==> config.mk <==
export PLATFORM = sky130hd
export DESIGN_NAME = regfile_sb
export DESIGN_NICKNAME = d
export VERILOG_FILES = /design/src/rtl/picomips_pkg.sv /design/src/rtl/rf_scoreboard.sv /design/src/rtl/regfile_sb.sv
export SDC_FILE = /design/constraint.sdc
export NUM_CORES = 1
export LEC_CHECK = 0
export CORE_MARGIN = 10
export CORE_UTILIZATION = 40
export DETAILED_ROUTE_END_ITERATION = 10
export GPL_ROUTABILITY_DRIVEN = 0
export PLACE_DENSITY = 0.7
export REMOVE_ABC_BUFFERS = 1
export SETUP_SLACK_MARGIN = 0.5
export SLEW_MARGIN = 20
export SYNTH_ARGS = -nofsm -noshare
export SYNTH_HDL_FRONTEND = slang
export SYNTH_SLANG_ARGS = --single-unit
==> constraint.sdc <==
create_clock -name clk -period 1.74 [get_ports clk]
set_input_delay 0.174 -clock clk [delete_from_list [all_inputs] [get_ports clk]]
set_output_delay 0.174 -clock clk [all_outputs]
set_load 0.01 [all_outputs]
==> src/rtl/picomips_pkg.sv <==
// picomips_pkg: shared datapath widths and register-file types
package picomips_pkg;
  localparam int DATA_W = 8;
  localparam int NREG = 8;
  localparam int AW = $clog2(NREG);
  typedef logic [AW-1:0] reg_addr_t;
  typedef logic [DATA_W-1:0] data_t;
endpackage

==> src/rtl/rf_scoreboard.sv <==
// rf_scoreboard: per-register busy bits, pending count, WAW flag and source stall
module rf_scoreboard #(
  parameter int NREG = picomips_pkg::NREG,
  parameter bit ZERO_R0 = 1'b1,
  parameter bit BYPASS = 1'b1,
  localparam int AW = $clog2(NREG),
  localparam int PW = AW + 1
) (
  input  logic          clk,
  input  logic          nReset,
  input  logic          w,
  input  logic [AW-1:0] Waddr,
  input  logic          issue,
  input  logic [AW-1:0] Iaddr,
  input  logic [AW-1:0] Raddr1,
  input  logic [AW-1:0] Raddr2,
  output logic          stall,
  output logic [PW-1:0] pending,
  output logic          waw_err
);
  logic [NREG-1:0] busy, keep, set_v, clr_v;
  logic inc, dec, waw, s1, s2;
  always_comb begin
    keep = '1;
    keep[0] = !ZERO_R0;
    set_v = (NREG'(issue) << Iaddr) & keep;
    clr_v = (NREG'(w) << Waddr) & keep;
    inc = |(set_v & ~busy);
    dec = |(clr_v & busy & ~set_v);
    waw = |(set_v & busy & ~clr_v);
    // a port being written this cycle is already satisfied by the bypass
    s1 = busy[Raddr1] && !(BYPASS && w && Raddr1 == Waddr);
    s2 = busy[Raddr2] && !(BYPASS && w && Raddr2 == Waddr);
    stall = s1 || s2;
  end
  always_ff @(posedge clk or negedge nReset)
    if (!nReset) begin
      busy <= '0;
      pending <= '0;
      waw_err <= 1'b0;
    end else begin
      busy <= (busy & ~clr_v) | set_v;
      pending <= pending + PW'(inc) - PW'(dec);
      waw_err <= waw_err | waw;
    end
  assert property (@(posedge clk) disable iff (!nReset) int'(pending) == $countones(busy));
endmodule

==> src/rtl/regfile_sb.sv <==
// regfile_sb: parametrised register file with write bypass and busy scoreboard
module regfile_sb #(
  parameter int N = picomips_pkg::DATA_W,
  parameter int NREG = picomips_pkg::NREG,
  parameter bit ZERO_R0 = 1'b1,
  parameter bit BYPASS = 1'b1,
  localparam int AW = $clog2(NREG)
) (
  input  logic          clk,
  input  logic          nReset,
  input  logic          w,
  input  logic [AW-1:0] Waddr,
  input  logic [N-1:0]  Wdata,
  input  logic [AW-1:0] Raddr1,
  input  logic [AW-1:0] Raddr2,
  output logic [N-1:0]  Rdata1,
  output logic [N-1:0]  Rdata2,
  input  logic          issue,
  input  logic [AW-1:0] Iaddr,
  output logic          stall,
  output logic [AW:0]   pending,
  output logic          waw_err
);
  logic [N-1:0] gpr [NREG];
  always_ff @(posedge clk or negedge nReset)
    if (!nReset)
      for (int i = 0; i < NREG; i++) gpr[i] <= '0;
    else if (w && !(ZERO_R0 && Waddr == '0))
      gpr[Waddr] <= Wdata;
  always_comb begin
    Rdata1 = (ZERO_R0 && Raddr1 == '0) ? '0 : (BYPASS && w && Raddr1 == Waddr) ? Wdata : gpr[Raddr1];
    Rdata2 = (ZERO_R0 && Raddr2 == '0) ? '0 : (BYPASS && w && Raddr2 == Waddr) ? Wdata : gpr[Raddr2];
  end
  rf_scoreboard #(.NREG(NREG), .ZERO_R0(ZERO_R0), .BYPASS(BYPASS)) u_sb (
    .clk(clk), .nReset(nReset), .w(w), .Waddr(Waddr), .issue(issue), .Iaddr(Iaddr),
    .Raddr1(Raddr1), .Raddr2(Raddr2), .stall(stall), .pending(pending), .waw_err(waw_err)
  );
endmodule
== Yosys cells after proc, flatten, opt, wreduce, memory -nomap -nowiden ==
Index checks and enable logic that the tools add are counted.

* Bits in registers: 77
* Latch bits: 0
* Memory bits (writable): 0
* ROM bits: 0
* Input port bits: 24
* Output and inout bits: 22
* Logic and storage cells: 70
* Memories kept: 0

* $add $sub $neg: 2
* Multiply operators: 0
* Div/mod/pow operators: 0
* Order comparisons: 6
* Equality and inequality tests: 2
* Shift operators: 2
* Mux-type cells: 17
* Bitwise logic cells: 14
* Reductions and logical operators: 16

{| class="wikitable"
|+ Operator list
! cell !! count
|-
| 8-bit 2-to-1 mux || 9
|-
| 64-bit bitwise mux || 1
|-
| 8-bit bitwise AND || 6
|-
| 8-bit binary-select mux with 3-bit select || 2
|-
| 8-bit demux with 3-bit select || 1
|-
| 8-bit NOT || 3
|-
| 8-bit OR reduction || 3
|-
| 1-bit by 3-bit << shifter with 8-bit output || 2
|-
| 4-bit greater-or-equal comparator, second input constant || 3
|-
| 3-bit NOT with 4-bit output || 3
|-
| 3-bit zero test || 3
|-
| 3-bit by 4-bit < comparator with 1-bit output, second input constant || 2
|-
| 8-bit bitwise OR || 1
|-
| 1-bit binary-select mux with 3-bit select || 2
|-
| 3-bit equality test || 2
|-
| 1-bit logical AND || 6
|-
| 4-bit by 1-bit adder with 4-bit output || 1
|-
| 4-bit by 1-bit < comparator with 1-bit output, second input constant || 1
|-
| 4-bit by 1-bit subtractor with 4-bit output || 1
|-
| 1-bit zero test || 3
|-
| 1-bit 2-to-1 mux || 2
|-
| 1-bit logical OR || 1
|-
| 1-bit bitwise OR || 1
|}

== Longest topological paths before layout ==
* Word-level depth: 6
* Depth in mapped cells: 12
* Gate-level depth less buffers: 10

== Hierarchy ==
A second synthesis with hierarchy kept.

* Cell total of the unflattened synthesis: 346
* Area total of the unflattened synthesis: 4695.8 um^2

{| class="wikitable"
|+ By module, submodules not included
! module !! times used !! cells an instance !! area each (um^2) !! seq. area each (um^2)
|-
| regfile_sb || 1 || 244 || 3723.6 || 1601.5
|-
| rf_scoreboard || 1 || 102 || 972.2 || 300.3
|}

== Worst setup path before layout ==
Ideal clock, no wire load.

* Path type: in2reg
* From: input w
* To: register u_sb.pending[2]
* Setup time: 0.123 ns
* Data arrival time: 2.184 ns
* Data required time: 1.617 ns
* Path slack: -0.567 ns
* Stages: 10
* Path buffers: 1
* Cells stage by stage: buf_2 -> nand4b_1 -> clkinv_1 -> a32oi_1 -> nand4_1 -> ha_1 -> inv_1 -> ha_1 -> fa_1 -> xor2_1

* Word-level cells in the longest chain between the ends: 5

{| class="wikitable"
|+ Ends and longest elaborated chain
! item !! line !! source
|-
| start: declaration || regfile_sb.sv:11 || <nowiki>input logic w,</nowiki>
|-
| 1-bit by 3-bit << shifter with 8-bit output || rf_scoreboard.sv:27 || <nowiki>clr_v = (NREG'(w) << Waddr) & keep;</nowiki>
|-
| 8-bit bitwise AND (2 in a row) || rf_scoreboard.sv:29 || <nowiki>dec = |(clr_v & busy & ~set_v);</nowiki>
|-
| 8-bit OR reduction || rf_scoreboard.sv:29 ||
|-
| 4-bit by 1-bit subtractor with 4-bit output || rf_scoreboard.sv:43 || <nowiki>pending <= pending + PW'(inc) - PW'(dec);</nowiki>
|-
| end signal: assignment || rf_scoreboard.sv:43 ||
|-
| end: declaration || rf_scoreboard.sv:18 || <nowiki>output logic [PW-1:0] pending,</nowiki>
|}

No other way between the ends.
A chain may end at the register's enable or synchronous reset.

== Worst setup path in the final report ==
* From: register u_sb.busy[6]
* To: register u_sb.pending[2]

* Word-level cells in the longest chain between the ends: 5
* Elaborated cells on any way between the ends: 8
* Those cells by class: add/sub (2); bitwise (4); reduce/logical (2)

{| class="wikitable"
|+ Ends and longest elaborated chain
! item !! line !! source
|-
| start: declaration || rf_scoreboard.sv:21 || <nowiki>logic [NREG-1:0] busy, keep, set_v, clr_v;</nowiki>
|-
| start signal: assignment || rf_scoreboard.sv:42 || <nowiki>busy <= (busy & ~clr_v) | set_v;</nowiki>
|-
| 8-bit NOT || rf_scoreboard.sv:28 || <nowiki>inc = |(set_v & ~busy);</nowiki>
|-
| 8-bit bitwise AND || rf_scoreboard.sv:28 ||
|-
| 8-bit OR reduction || rf_scoreboard.sv:28 ||
|-
| 4-bit by 1-bit adder with 4-bit output || rf_scoreboard.sv:43 ||
|-
| 4-bit by 1-bit subtractor with 4-bit output * || rf_scoreboard.sv:43 ||
|}

Every way passes the cells marked *; elsewhere a longest branch is shown, timed or not.

==> reports/metrics.cfg <==
[run_status]
status = finished, violations left
violations = negative setup slack

[floorplanning]
core_area_sq_um = 10900
start_util_pct = 40.9
die_w_um = 125
die_area_sq_um = 15700
rows = 38
fp.dieH_um = 125
ioPinCount = 46

[timing]
fin_crit_sh_pct = 111
fin_crit_ns = 1.94
fin_ws_ns = -0.196
finalHoldViolations = 0
whs_ns = 0.289
relSlewSlack_pct = 64.2
tightest_slew_ns = 0.537
setup_viol = 20
fmax_ghz = 0.517
rsz0062_at_grt = yes
finalSetupTns_ns = -2.07
drv_slew = 0
clock_skew_ns = 0.00379

[grt]
antenna_found_initial = 0
grt_pass1_wl_mm = 20.8
gr-usage-all-layers_pct = 16.4
grt_pass1_vias = 3783
grt_max_degree = 42
overflow = 0

[setup_path]
endpoint_kind = register
worstPathRequired_ns = 2.00
rr_startpoint = u_sb.busy[6]$_DFF_PN0_
crit_fanout = 2
rr_worst_depth = 8
critPathCapture = u_sb.pending[2]$_DFF_PN0_
path_class = register to register
cp-startpoint = u_sb.busy[6]$_DFF_PN0_
r2r_slack_ns = -0.20
start_kind = register
r2r-end = u_sb.pending[2]$_DFF_PN0_
worst_ep_arrival_time_ns = 2.20

[route]
drt-pass1-iter-count = 4
wl_mm = 13.0
antenna_left = 0
vias = 3528
viasPerCell = 5.73
drc_errors = 0
drt-initial-drc-count = 325
routedWlPerCell_um = 21.1

[cells_and_area]
layout-drive-gt1-share_pct = 46.0
nets = 500
area_growth_pct = 33.4
final_util_pct = 54.5
insertedDiodeCount = 0
nFillCells = 899
stdcell_count = 616

[power]
ir_drop_uv = 636
p_leak_nw = 2.71
p_per_area_nw_per_um2 = 990

[logic_synthesis]
avgSynthCellArea_sq_um = 12.1
ys_types = 40
yosysSeqAreaShare_pct = 42.7
synthCells = 369
synth_seq_cells = 76
yosysWarningCount = 0
synth_area_sq_um = 4450

[cts]
h-tree-depth = 3
cts_sinks = 76
clk_latency_ns = 0.37
cts_tree = yes
clk_path_buf_depth = 2
cts_root_buffer = clkbuf_8
numCtsBuffers = 9
clk_pin_slew_ns = 0.08

[flow_run]
maxCapViolations = 0

[placement]
dp_hpwl_mm = 8.78
dp_cells = 584
io_buffers = 45

[worst_hold_path]
hold_path_class = input port to register

## stage by stage
step	worst slack [ns]	area [sq um]	total power [W]
6_report	-0.196	5940	0.00588
3_3_place_gp	-0.821	5460	0.00424
3_5_place_dp	-0.890	5460	0.00433
5_1_grt	-0.241	5940	0.00620
2_1_floorplan	-0.892	4270	0.00342
4_1_cts	-0.174	5890	0.00586
## layer usage
layer | global-route usage [%] | share of wire [%] | vias up
met5 | 0 | 0 | -
met4 | 5.62 | 1.6 | 0
met3 | 4.60 | 6.2 | 17
met2 | 26.2 | 51 | 130
met1 | 20.8 | 41 | 1822
li1 | - | - | 1559
## placed cells by master, fill, tap and decap left out, types with 4 or more instances in the layout
cell,n
dfrtp_1,76
nand2_1,59
buf_4,59
mux2_2,35
mux4_2,34
buf_2,20
nor2_1,19
mux2i_1,18
buf_6,15
a211oi_1,11
clkbuf_8,9
xnor2_1,8
clkdlybuf4s50_1,8
inv_1,7
buf_12,7
nand4_1,5
o22ai_1,5
nand4b_1,5
a211oi_2,5
mux2_4,5
clkbuf_2,5
dlygate4sd2_1,4
## cell type report
class / count / area [sq um] / area share [%]
sequential: 76 / 1900 / 32.0
timing repair buffer: 127 / 1140 / 19.3
inverter: 9 / 33.8 / 0.569
tap: 140 / 175 / 2.95
clock inverter: 7 / 98.8 / 1.66
clock buffer: 9 / 124 / 2.09
multi-input combinational: 248 / 2460 / 41.4
## worst max-delay path, stage by stage, from the launching register on
cell and delay [ns]:
dfrtp_1 0.40, buf_4 0.14, a32oi_1 0.15, nand4_1 0.11, ha_1 0.29, inv_1 0.04
ha_2 0.19, fa_2 0.34, xor2_1 0.16
## worst min path at each step
stage | startpoint | endpoint | slack (ns) | cells past startpoint
2_1_floorplan | nReset | gpr[0]$_DFFE_PN0P_ | -0.12 | 0
3_3_place_gp | nReset | u_sb.pending[1]$_DFF_PN0_ | 0.25 | 2
3_5_place_dp | nReset | u_sb.pending[1]$_DFF_PN0_ | 0.26 | 2
4_1_cts | gpr[63]$_DFFE_PN0P_ | gpr[63]$_DFFE_PN0P_ | 0.40 | 0
5_1_grt | Iaddr[1] | u_sb.busy[6]$_DFF_PN0_ | 0.31 | 4
6_report | Iaddr[1] | u_sb.busy[6]$_DFF_PN0_ | 0.29 | 4
## flip-flops by register name (all words and copies together) (netlist names)
register / flops
gpr: 64
u_sb.waw_err: 1
u_sb.pending: 4
u_sb.busy: 7
## cells in the mapped netlist (all sizes together)
cell | count | area, sq um
nor4bb | 2 | 20.0
clkbuf | 17 | 63.8
nor3 | 4 | 20.0
or4 | 2 | 15.0
dfrtp | 76 | 1900
mux4 | 34 | 766
and4bb | 1 | 12.5
o22ai | 5 | 31.3
nand4b | 6 | 58.8
nor2b | 2 | 12.5
nand2 | 59 | 221
and4b | 1 | 10.0
and2b | 1 | 7.51
xnor2 | 8 | 70.1
ha | 4 | 50.1
a31oi | 2 | 18.8
and3 | 1 | 6.26
o221ai | 1 | 15.0
a21oi | 1 | 5.00
o21ai | 4 | 20.0
or2b | 1 | 11.3
mux2 | 40 | 450
nand3 | 2 | 10.0
clkinv | 2 | 7.51
buf | 19 | 120
nand4bb | 2 | 22.5
a21o | 1 | 7.51
a211oi | 16 | 120
a32oi | 2 | 17.5
nand4 | 5 | 31.3
mux2i | 20 | 200
nor2 | 19 | 71.3
xor2 | 1 | 8.76
inv | 7 | 26.3
fa | 1 | 20.0
## report_power, final
part           internal (W)  total [W]  leakage, nW  switching (W)
sequential          0.00213    0.00241        0.930       0.000279
combinational       0.00113    0.00195         1.67       0.000823
clock              0.000814    0.00152        0.110       0.000706
## what timing repair did
action,CTS,global route
gates resized for setup,151,26
setup endpoints to repair,62,30
hold buffers,1,0
buffers inserted,10,2
pin swaps,15,11
cloned,3,0
hold endpoints to repair,76,0
## logic make-up (layout without fill, tap and decap cells)
logic type / count (synthesis) / after routing / synth area share [%]
adders and majority gates: 5 / 5 / 1.57
xor gates and xnor gates: 9 / 9 / 1.77
buffers and inverters: 45 / 152 / 4.89
muxes: 94 / 94 / 31.8
DFF: 76 / 76 / 42.7
AOI/OAI and AO/OA: 32 / 32 / 5.29
and+or+nand+nor: 108 / 108 / 11.9
(Power assumes the default switching activity.)
